$ cat src/rtl/fifo_pkg.sv
// Shared constants for the lookahead FIFO and its non-lookahead wrapper.
// Holds the default word width and log2 depth used by both modules.
package fifo_pkg;

    localparam int DATA_WIDTH_DEF = 32;
    localparam int DEPTH_LOG2_DEF = 4;

endpackage

$ cat src/rtl/fifo_lookahead.sv
// Lookahead (first-word-fall-through) FIFO core: head word is always on dout.
// Ports: clk, rst (async active-low), wr/din push, pop, full, empty, dout.
module fifo_lookahead
    import fifo_pkg::*;
#(
    parameter int DATA_WIDTH = DATA_WIDTH_DEF,
    parameter int DEPTH_LOG2 = DEPTH_LOG2_DEF
) (
    input  logic                  clk,
    input  logic                  rst,
    input  logic                  wr,
    input  logic [DATA_WIDTH-1:0] din,
    input  logic                  pop,
    output logic                  full,
    output logic                  empty,
    output logic [DATA_WIDTH-1:0] dout
);

    localparam int DEPTH = 1 << DEPTH_LOG2;
    localparam logic [DEPTH_LOG2:0] FULL_CNT = (DEPTH_LOG2 + 1)'(DEPTH);
    localparam logic [DEPTH_LOG2:0] ONE_CNT = (DEPTH_LOG2 + 1)'(1);
    localparam logic [DEPTH_LOG2-1:0] ONE_PTR = DEPTH_LOG2'(1);

    logic [DATA_WIDTH-1:0] mem [DEPTH];
    logic [DEPTH_LOG2-1:0] wr_ptr;
    logic [DEPTH_LOG2-1:0] rd_ptr;
    logic [DEPTH_LOG2:0]   count;
    logic                  push;
    logic                  pop_ok;

    // Flags come from the registered count only.
    assign full   = (count == FULL_CNT);
    assign empty  = (count == '0);
    assign push   = wr && !full;
    assign pop_ok = pop && !empty;
    assign dout   = mem[rd_ptr];

    // Storage is not reset; stale words are unreachable once count is 0.
    always_ff @(posedge clk) begin
        if (push) begin
            mem[wr_ptr] <= din;
        end
    end

    always_ff @(posedge clk or negedge rst) begin
        if (!rst) begin
            wr_ptr <= '0;
            rd_ptr <= '0;
            count  <= '0;
        end else begin
            if (push) begin
                wr_ptr <= wr_ptr + ONE_PTR;
            end
            if (pop_ok) begin
                rd_ptr <= rd_ptr + ONE_PTR;
            end
            unique case ({push, pop_ok})
                2'b10:   count <= count + ONE_CNT;
                2'b01:   count <= count - ONE_CNT;
                default: count <= count;
            endcase
        end
    end

endmodule

$ cat src/rtl/fifo_la_to_nla_wrapper.sv
// Presents a lookahead FIFO as a non-lookahead FIFO with registered dout.
// Ports: clk, rst (async active-low), wr/din/full, rd/empty/dout, _dout/_empty/_rd debug.
module fifo_la_to_nla_wrapper
    import fifo_pkg::*;
#(
    parameter int DATA_WIDTH = DATA_WIDTH_DEF,
    parameter int DEPTH_LOG2 = DEPTH_LOG2_DEF
) (
    input  logic                  clk,
    input  logic                  rst,
    input  logic                  wr,
    input  logic [DATA_WIDTH-1:0] din,
    output logic                  full,
    input  logic                  rd,
    output logic                  empty,
    output logic [DATA_WIDTH-1:0] dout,
    output logic [DATA_WIDTH-1:0] _dout,
    output logic                  _empty,
    output logic                  _rd
);

    fifo_lookahead #(
        .DATA_WIDTH (DATA_WIDTH),
        .DEPTH_LOG2 (DEPTH_LOG2)
    ) u_core (
        .clk   (clk),
        .rst   (rst),
        .wr    (wr),
        .din   (din),
        .pop   (_rd),
        .full  (full),
        .empty (_empty),
        .dout  (_dout)
    );

    assign empty = _empty;
    assign _rd   = rd && !_empty;

    // Capture the head word on the pop so it appears one cycle after rd.
    always_ff @(posedge clk or negedge rst) begin
        if (!rst) begin
            dout <= '0;
        end else if (_rd) begin
            dout <= _dout;
        end
    end

endmodule

$ cat config.mk
export PLATFORM = sky130hd
export DESIGN_NAME = fifo_la_to_nla_wrapper
export DESIGN_NICKNAME = d
export VERILOG_FILES = /design/src/rtl/fifo_pkg.sv /design/src/rtl/fifo_lookahead.sv /design/src/rtl/fifo_la_to_nla_wrapper.sv
export SDC_FILE = /design/constraint.sdc
export NUM_CORES = 1
export LEC_CHECK = 0
export ABC_AREA = 0
export CORE_AREA = 3 3 187 189
export CTS_BUF_LIST = sky130_fd_sc_hd__clkbuf_4
export CTS_CLUSTER_SIZE = 40
export DETAILED_ROUTE_END_ITERATION = 7
export DIE_AREA = 0 0 190 192
export HOLD_SLACK_MARGIN = 0.15
export PLACE_DENSITY_LB_ADDON = 0.2
export REMOVE_ABC_BUFFERS = 1
export SYNTH_ARGS = -nofsm -noshare
export SYNTH_HDL_FRONTEND = slang
export SYNTH_SLANG_ARGS = --single-unit
$ cat constraint.sdc
create_clock -name clk -period 9.5 [get_ports clk]
set_clock_uncertainty 0.1 [all_clocks]
set_input_delay 1.9 -clock clk [delete_from_list [all_inputs] [get_ports clk]]
set_output_delay 1.9 -clock clk [all_outputs]
set_load 0.01 [all_outputs]
==> reports/results.tsv, run 1 <==
stage	metric	value	unit
critical_path	Crit path required time	7500	ps
critical_path	CP Capture Type	primary output	
sta	Fin Setup TNS	0	ps
clock_network	Post-CTS Setup Inserts	0	
critical_path	r2r setup slk	6210	ps
critical_path	max incr delay on CP	1160	ps
route	first-pass detailed-route iteration total	7	
layout	cell area after layout	24700	um2
clock_network	root buf cell	clkbuf_4	
yosys	post-synth top area cell	edfxtp_1	
grt	initial antenna violation count	2	
clock_network	hold buffers post-CTS	0	
yosys	post-synthesis cell area	21300	um2
yosys	synth warn	0	
grt	vias in the first global route	11526	
sta	max_slew headroom	18.3	%
route	Via density	6.08	
sta	Max Fclk	0.165	GHz
route	WL final	43300	um
clock_network	Clock H-tree levels	4	
sta	Setup WS post-layout	3460	ps
place	IO buf count	103	
yosys	Seq/Total Area, Yosys	77.6	%
critical_path	Data arrival, critical path	4040	ps
yosys	Compound-Gate Fraction of Synth Area	4.49	%
critical_path	slowest CP cell	dfrtp_4	
yosys	Synth Area in Adders	0.471	%
place	Setup WS pre-CTS	3670	ps
place	Placer Congestion	0.710	
die	Initial Util	63.6	%
route	drt wl/cell	23.9	um
layout	fin util	73.8	%
place	detailed placement HPWL	22800	um
layout	multi-input logic area	4570	um2
clock_network	CTS clock-pin slew for the worst setup and hold paths	70	ps
layout	share of cells above drive strength 1	27.0	%
clock_network	clock sink total	557	
die	chip width	190	um
layout	net count reported at finish	1300	
yosys	XOR/XNOR Fraction of Synth Area	0.535	%
die	row cnt	67	
route	via count	11002	
pwr	Max VDD drop	0.000245	V
critical_path	worst-path fanout max	96	
grt	global-route usage over all layers	25.1	%
clock_network	Max clock buf depth	3	
yosys	Synth area leaders	edfxtp_1, mux4_2, dfrtp_1, mux2i_1, a221oi_1	
sta	RSZ-0062 raised after global routing	no	
grt	first-pass GRT wire length	67200	um
outcome	status	finished clean	
place	placed inst area	22900	um2
clock_network	clk_lat worst skew	810	ps
yosys	register bit total from synthesis	557	
die	DIE HEIGHT	192	um
clock_network	CTS tree	yes	
layout	synthesis-to-layout area growth	16.0	%
pwr	PwrDens	305	nW/um2
yosys	multiplexer area fraction after synthesis	13.3	%
sta	Max Slew Vio Count	0	
clock_network	post_cts resized	0	
die	io pins	104	
sta	Setup-failing EPs final	0	
yosys	post-synthesis average cell area	20.1	um2
grt	GRT overflow	0	
yosys	Post-Synth Simple-Gate Area	2.05	%
layout	FF+latch area	16500	um2
critical_path	CP startpoint kind	flip-flop	
critical_path	delay-heaviest family, CP	flip-flops	
run	max_cap viols	0	
sta	clock period minus worst slack	6040	ps
die	DIE AREA	36500	um2
pwr	Pwr Total	7.52	mW
layout	Filler cells	1973	
sta	Fin. Hold Viols	0	
route	starting DRC count in detailed routing	902	
sta	Least-Margin Pin Slew	1220	ps
critical_path	crit-path cells	buf_12, mux4_2, o21ai_0, nand2_1, clkdlybuf4s50_1	
sta	fin crit share	63.6	%
die	Core Box Area	33400	um2
yosys	Unique masters post-synth	37	
critical_path	Buf/Inv on CP	2	
clock_network	Num CTS Buffers	137	
pwr	leakage power	8.34	nW
yosys	Cells after Synth	1057	
grt	largest net degree at the start of global routing	97	
worst_hold_path	Hold Path Class	reg2reg	
route	drc violations	0	
route	Routed Antenna Nets	0	
yosys	Yosys top cell area share	72.3	%
critical_path	CP Class	reg2out	
yosys	main combinational cell family by area after synthesis	multiplexers	
## cell families after synthesis
group / count (synthesis)
and+or+nand+nor: 105
muxes: 162
adders and majority gates: 8
xor gates and xnor gates: 13
DFF: 557
AOI/OAI and AO/OA: 139
buffers and inverters: 73
## report_power, final
part	leakage, nW	internal, mW	switching [mW]
combinational	2.14	1.11	1.20
clock	1.07	1.09	0.892
sequential	5.13	3.00	0.233
total	8.34	5.20	2.32
## through the flow
stage	cells	hold WS (ps)
after floorplan	989	395
after global placement	1565	427
after detailed placement	1565	440
after CTS	1809	451
after global routing	1810	476
final	1810	448
## per-layer routing
metal	vias to the layer above	global-route usage, %	wire length (um)
met3	68	5.71	2710
met5	-	0	20
li1	4845	-	-
met1	5656	33.9	17300
met4	2	9.35	910
met2	431	41.0	22400
## flip-flops by register name, indices dropped and copies added, names as in the netlist
signal / flops
u_core.mem: 512
dout: 32
u_core.count: 5
u_core.rd_ptr: 4
u_core.wr_ptr: 4
## worst reg2reg max path, stage by stage (launching register included)
cell      delay, ps
dfrtp_1         510
nor4_1          120
a21boi_1        570
nand2_1         460
nor2_4          700
buf_4           460
## placed cells by master (no fill, tap or decap), types with 3 or more instances in the layout
cell type        instances
o21ai_0                 27
mux4_2                  96
mux2i_1                 64
clkdlybuf4s50_1        102
bufinv_16                3
nor2_4                  12
a22oi_1                 32
ha_1                     8
nand2_1                 40
xnor2_1                  6
buf_4                   24
and2_1                   3
clkinv_1                24
edfxtp_1               512
nor2_1                  34
a21oi_1                  3
a221oi_1                32
dfrtp_1                 42
inv_1                    5
o21ai_1                  7
xor2_1                   7
clkbuf_4               210
inv_2                    5
a31oi_1                 32
## cells in the mapped netlist
cell	count
a211o_1	1
xnor2_1	6
or4_4	1
and2_1	3
o21ai_1	7
a21boi_1	1
mux4_2	96
nand4_1	1
dfrtp_1	45
buf_1	5
a222oi_1	1
buf_6	4
a221oi_1	32
a21o_1	1
ha_1	8
mux2_4	1
nor4_1	1
mux2_2	1
edfxtp_1	512
nand3_1	2
inv_1	5
a22oi_1	32
mux2i_1	64
buf_2	21
xor2_1	7
nor3_1	6
clkbuf_1	36
nand2b_1	2
a21oi_1	3
o31ai_1	1
o21ai_0	27
nor2_1	46
buf_4	2
nor2b_1	3
o21a_1	1
nand2_1	40
a31oi_1	32
## worst paths after layout
check / end / startpoint / depth (start not counted)
worst max-delay path: _dout[11] / u_core.rd_ptr[2]$_DFFE_PN0P_ / 5
worst min-delay path: dout[12]$_DFFE_PN0P_ / dout[12]$_DFFE_PN0P_ / 2
worst max register to register: u_core.mem[15][21]$_DFFE_PP_ / u_core.count[1]$_DFFE_PN0P_ / 5
worst min register to register: dout[12]$_DFFE_PN0P_ / dout[12]$_DFFE_PN0P_ / 2
max in group asynchronous: u_core.rd_ptr[0]$_DFFE_PN0P_ / rst / 2
min in group asynchronous: u_core.rd_ptr[2]$_DFFE_PN0P_ / rst / 2
## final cells by class
class                           instances  share of cell area (%)
Antenna cell                            1                  0.0101
Clock buffer                          210                    6.39
Clock inverter                         34                   0.857
Inverter                                5                  0.0760
Multi-Input combinational cell        427                    18.5
Sequential cell                       557                    66.9
Tap cell                              448                    2.27
Timing Repair Buffer                  128                    4.97
Power figures use the tool's default switching activity.
==> run 2, diff against run 1 <==
CORE_AREA = 3 3 199 201   (was 3 3 187 189)
DIE_AREA = 0 0 202 204   (was 0 0 190 192)
clock period = 5.15 ns   (was 9.5 ns; I/O delays follow)
==> reports/results.tsv, run 2 (synthesized netlist as in run 1, its figures left out) <==
stage	metric	value	unit
outcome	status	finished clean	
place	Placed Cells	1645	
grt	first-pass GRT wire length	70300	um
critical_path	worst r2r src	u_core.count[1]$_DFFE_PN0P_	
layout	net count reported at finish	1321	
layout	fin util	66.7	%
critical_path	r2r setup slk	1930	ps
sta	Least-Margin Pin Slew	927	ps
layout	Largest register FFs	512	
critical_path	CP Capture Type	primary output	
grt	GRT overflow	0	
route	Via density	5.88	
critical_path	Crit path required time	4020	ps
critical_path	Buf/Inv on CP	2	
critical_path	crit path launch	u_core.rd_ptr[1]$_DFFE_PN0P_	
worst_hold_path	Hold Path Depth	2	
pwr	leakage power	8.50	nW
layout	fin cells	1901	
route	Routed Antenna Nets	0	
sta	fin crit share	89.9	%
critical_path	max incr delay on CP	700	ps
clock_network	Max clock buf depth	3	
pwr	Pwr Total	14.2	mW
place	IO buf count	103	
die	DIE AREA	41200	um2
route	via count	11175	
critical_path	crit-path cells	and2_1, buf_4, a221oi_1, o21ai_0, nand2_1, clkdlybuf4s50_1	
critical_path	CP Class	reg2out	
critical_path	Reg2Reg Capture Point	u_core.mem[11][18]$_DFFE_PP_	
sta	Setup-failing EPs final	0	
layout	share of cells above drive strength 1	28.0	%
place	Placer Congestion	0.712	
sta	max_slew headroom	38.1	%
clock_network	CTS clock-pin slew for the worst setup and hold paths	60	ps
place	Setup WS pre-CTS	1090	ps
route	starting DRC count in detailed routing	891	
clock_network	Post-CTS Setup Inserts	0	
layout	largest register by flop count	u_core.mem	
sta	clock period minus worst slack	4630	ps
run	max_cap viols	0	
place	placed inst area	23300	um2
route	drc violations	0	
sta	Fin. Hold Viols	0	
worst_hold_path	Hold Path Class	reg2reg	
route	drt wl/cell	24.1	um
clock_network	clk_lat worst skew	820	ps
die	Initial Util	56.3	%
grt	initial antenna violation count	1	
die	DIE HEIGHT	204	um
clock_network	Num CTS Buffers	140	
die	Core Box Area	37800	um2
route	first-pass detailed-route iteration total	5	
critical_path	CP startpoint kind	flip-flop	
critical_path	delay-heaviest family, CP	buffers and inverters	
clock_network	CTS tree	yes	
layout	Largest regs	u_core.mem: 512 flops, dout: 32 flops, u_core.count: 5 flops	
grt	vias in the first global route	11786	
layout	cell area after layout	25200	um2
sta	Setup WS post-layout	519	ps
layout	most frequent cells in the layout	edfxtp_1, clkbuf_4, clkdlybuf4s50_1	
die	row cnt	71	
critical_path	Data arrival, critical path	3500	ps
clock_network	root buf cell	clkbuf_4	
die	io pins	104	
pwr	Max VDD drop	0.000350	V
place	detailed placement HPWL	26600	um
grt	global-route usage over all layers	23.0	%
layout	leading cell type in the layout, fill and taps excluded	edfxtp_1	
layout	synthesis-to-layout area growth	18.3	%
critical_path	Crit path depth	6	
die	chip width	202	um
critical_path	Setup crit end	_dout[30]	
clock_network	Clock H-tree levels	4	
clock_network	clock sink total	557	
critical_path	worst r2r path cells	5	
pwr	PwrDens	564	nW/um2
route	WL final	45900	um
sta	Max Slew Vio Count	0	
sta	Fin Setup TNS	0	ps
sta	RSZ-0062 raised after global routing	no	
grt	largest net degree at the start of global routing	51	
critical_path	worst-path fanout max	27	
sta	Hold Slack	450	ps
critical_path	slowest CP cell	dfrtp_4	
sta	Max Fclk	0.216	GHz
==> run 2: changes by cell type in the layout (fill, tap and decap cells not counted), moves of 2 or more <==
cell	previous run	this run
clkbuf_4	210	202
nor3_4	2	0
clkinv_2	1	7
clkinvlp_4	1	6
clkinv_1	24	30
clkinv_4	0	3
buf_12	1	17
nor3_2	2	4
inv_2	5	2
==> run 2: layer usage <==
| layer | track usage [%] | vias up | share of wire, % |
|---|---|---|---|
| met5 | 0 | - | 0 |
| li1 | - | 4904 | - |
| met2 | 37.1 | 371 | 49 |
| met4 | 8.22 | 0 | 2.3 |
| met1 | 31.3 | 5846 | 42 |
| met3 | 5.69 | 54 | 6.3 |
==> run 2: timing repair <==
action                     CTS  global route
setup endpoints to repair    0             1
hold buffers                 1             0
resized for setup            0             1
hold endpoints to repair    13             0
==> run 2: worst min path at each step <==
stage	from	endpoint	slack [ps]
finish	dout[2]$_DFFE_PN0P_	dout[2]$_DFFE_PN0P_	450
global route	dout[22]$_DFFE_PN0P_	dout[22]$_DFFE_PN0P_	470
CTS	dout[12]$_DFFE_PN0P_	dout[12]$_DFFE_PN0P_	450
detailed placement	dout[12]$_DFFE_PN0P_	dout[12]$_DFFE_PN0P_	440
global placement	dout[23]$_DFFE_PN0P_	dout[23]$_DFFE_PN0P_	430
floorplan	u_core.count[4]$_DFFE_PN0P_	u_core.count[4]$_DFFE_PN0P_	400
==> run 2: layout make-up <==
cell class              instances  area [um2]
flip-flops and latches        557       16500
multi-input cells             427        4570
well taps                     511         639
inverters                       5        18.8
repair buffers                146        1560
clock buffers                 202        1520
fillers                      2558       12600
diodes                          1        2.50
clock inverters                52         347
==> run 2: worst min-delay path, cell delays in order, from the launching register on <==
cell and delay [ps]:
dfrtp_1 370, nor2_1 100, a31oi_1 40
==> run 2: power breakdown <==
part | leakage [nW] | internal, mW | switching, mW | total, mW
Clock | 1.08 | 2.02 | 1.72 | 3.74
Combinational | 2.29 | 2.18 | 2.31 | 4.49
Sequential | 5.13 | 5.54 | 0.417 | 5.96
Total | 8.50 | 9.75 | 4.45 | 14.2
==> run 3, diff against run 2 <==
GPL_ROUTABILITY_DRIVEN = 0   (was default)
==> results of run 3 <==
The final DEF is identical to that of run 2; final timing and power are the same.
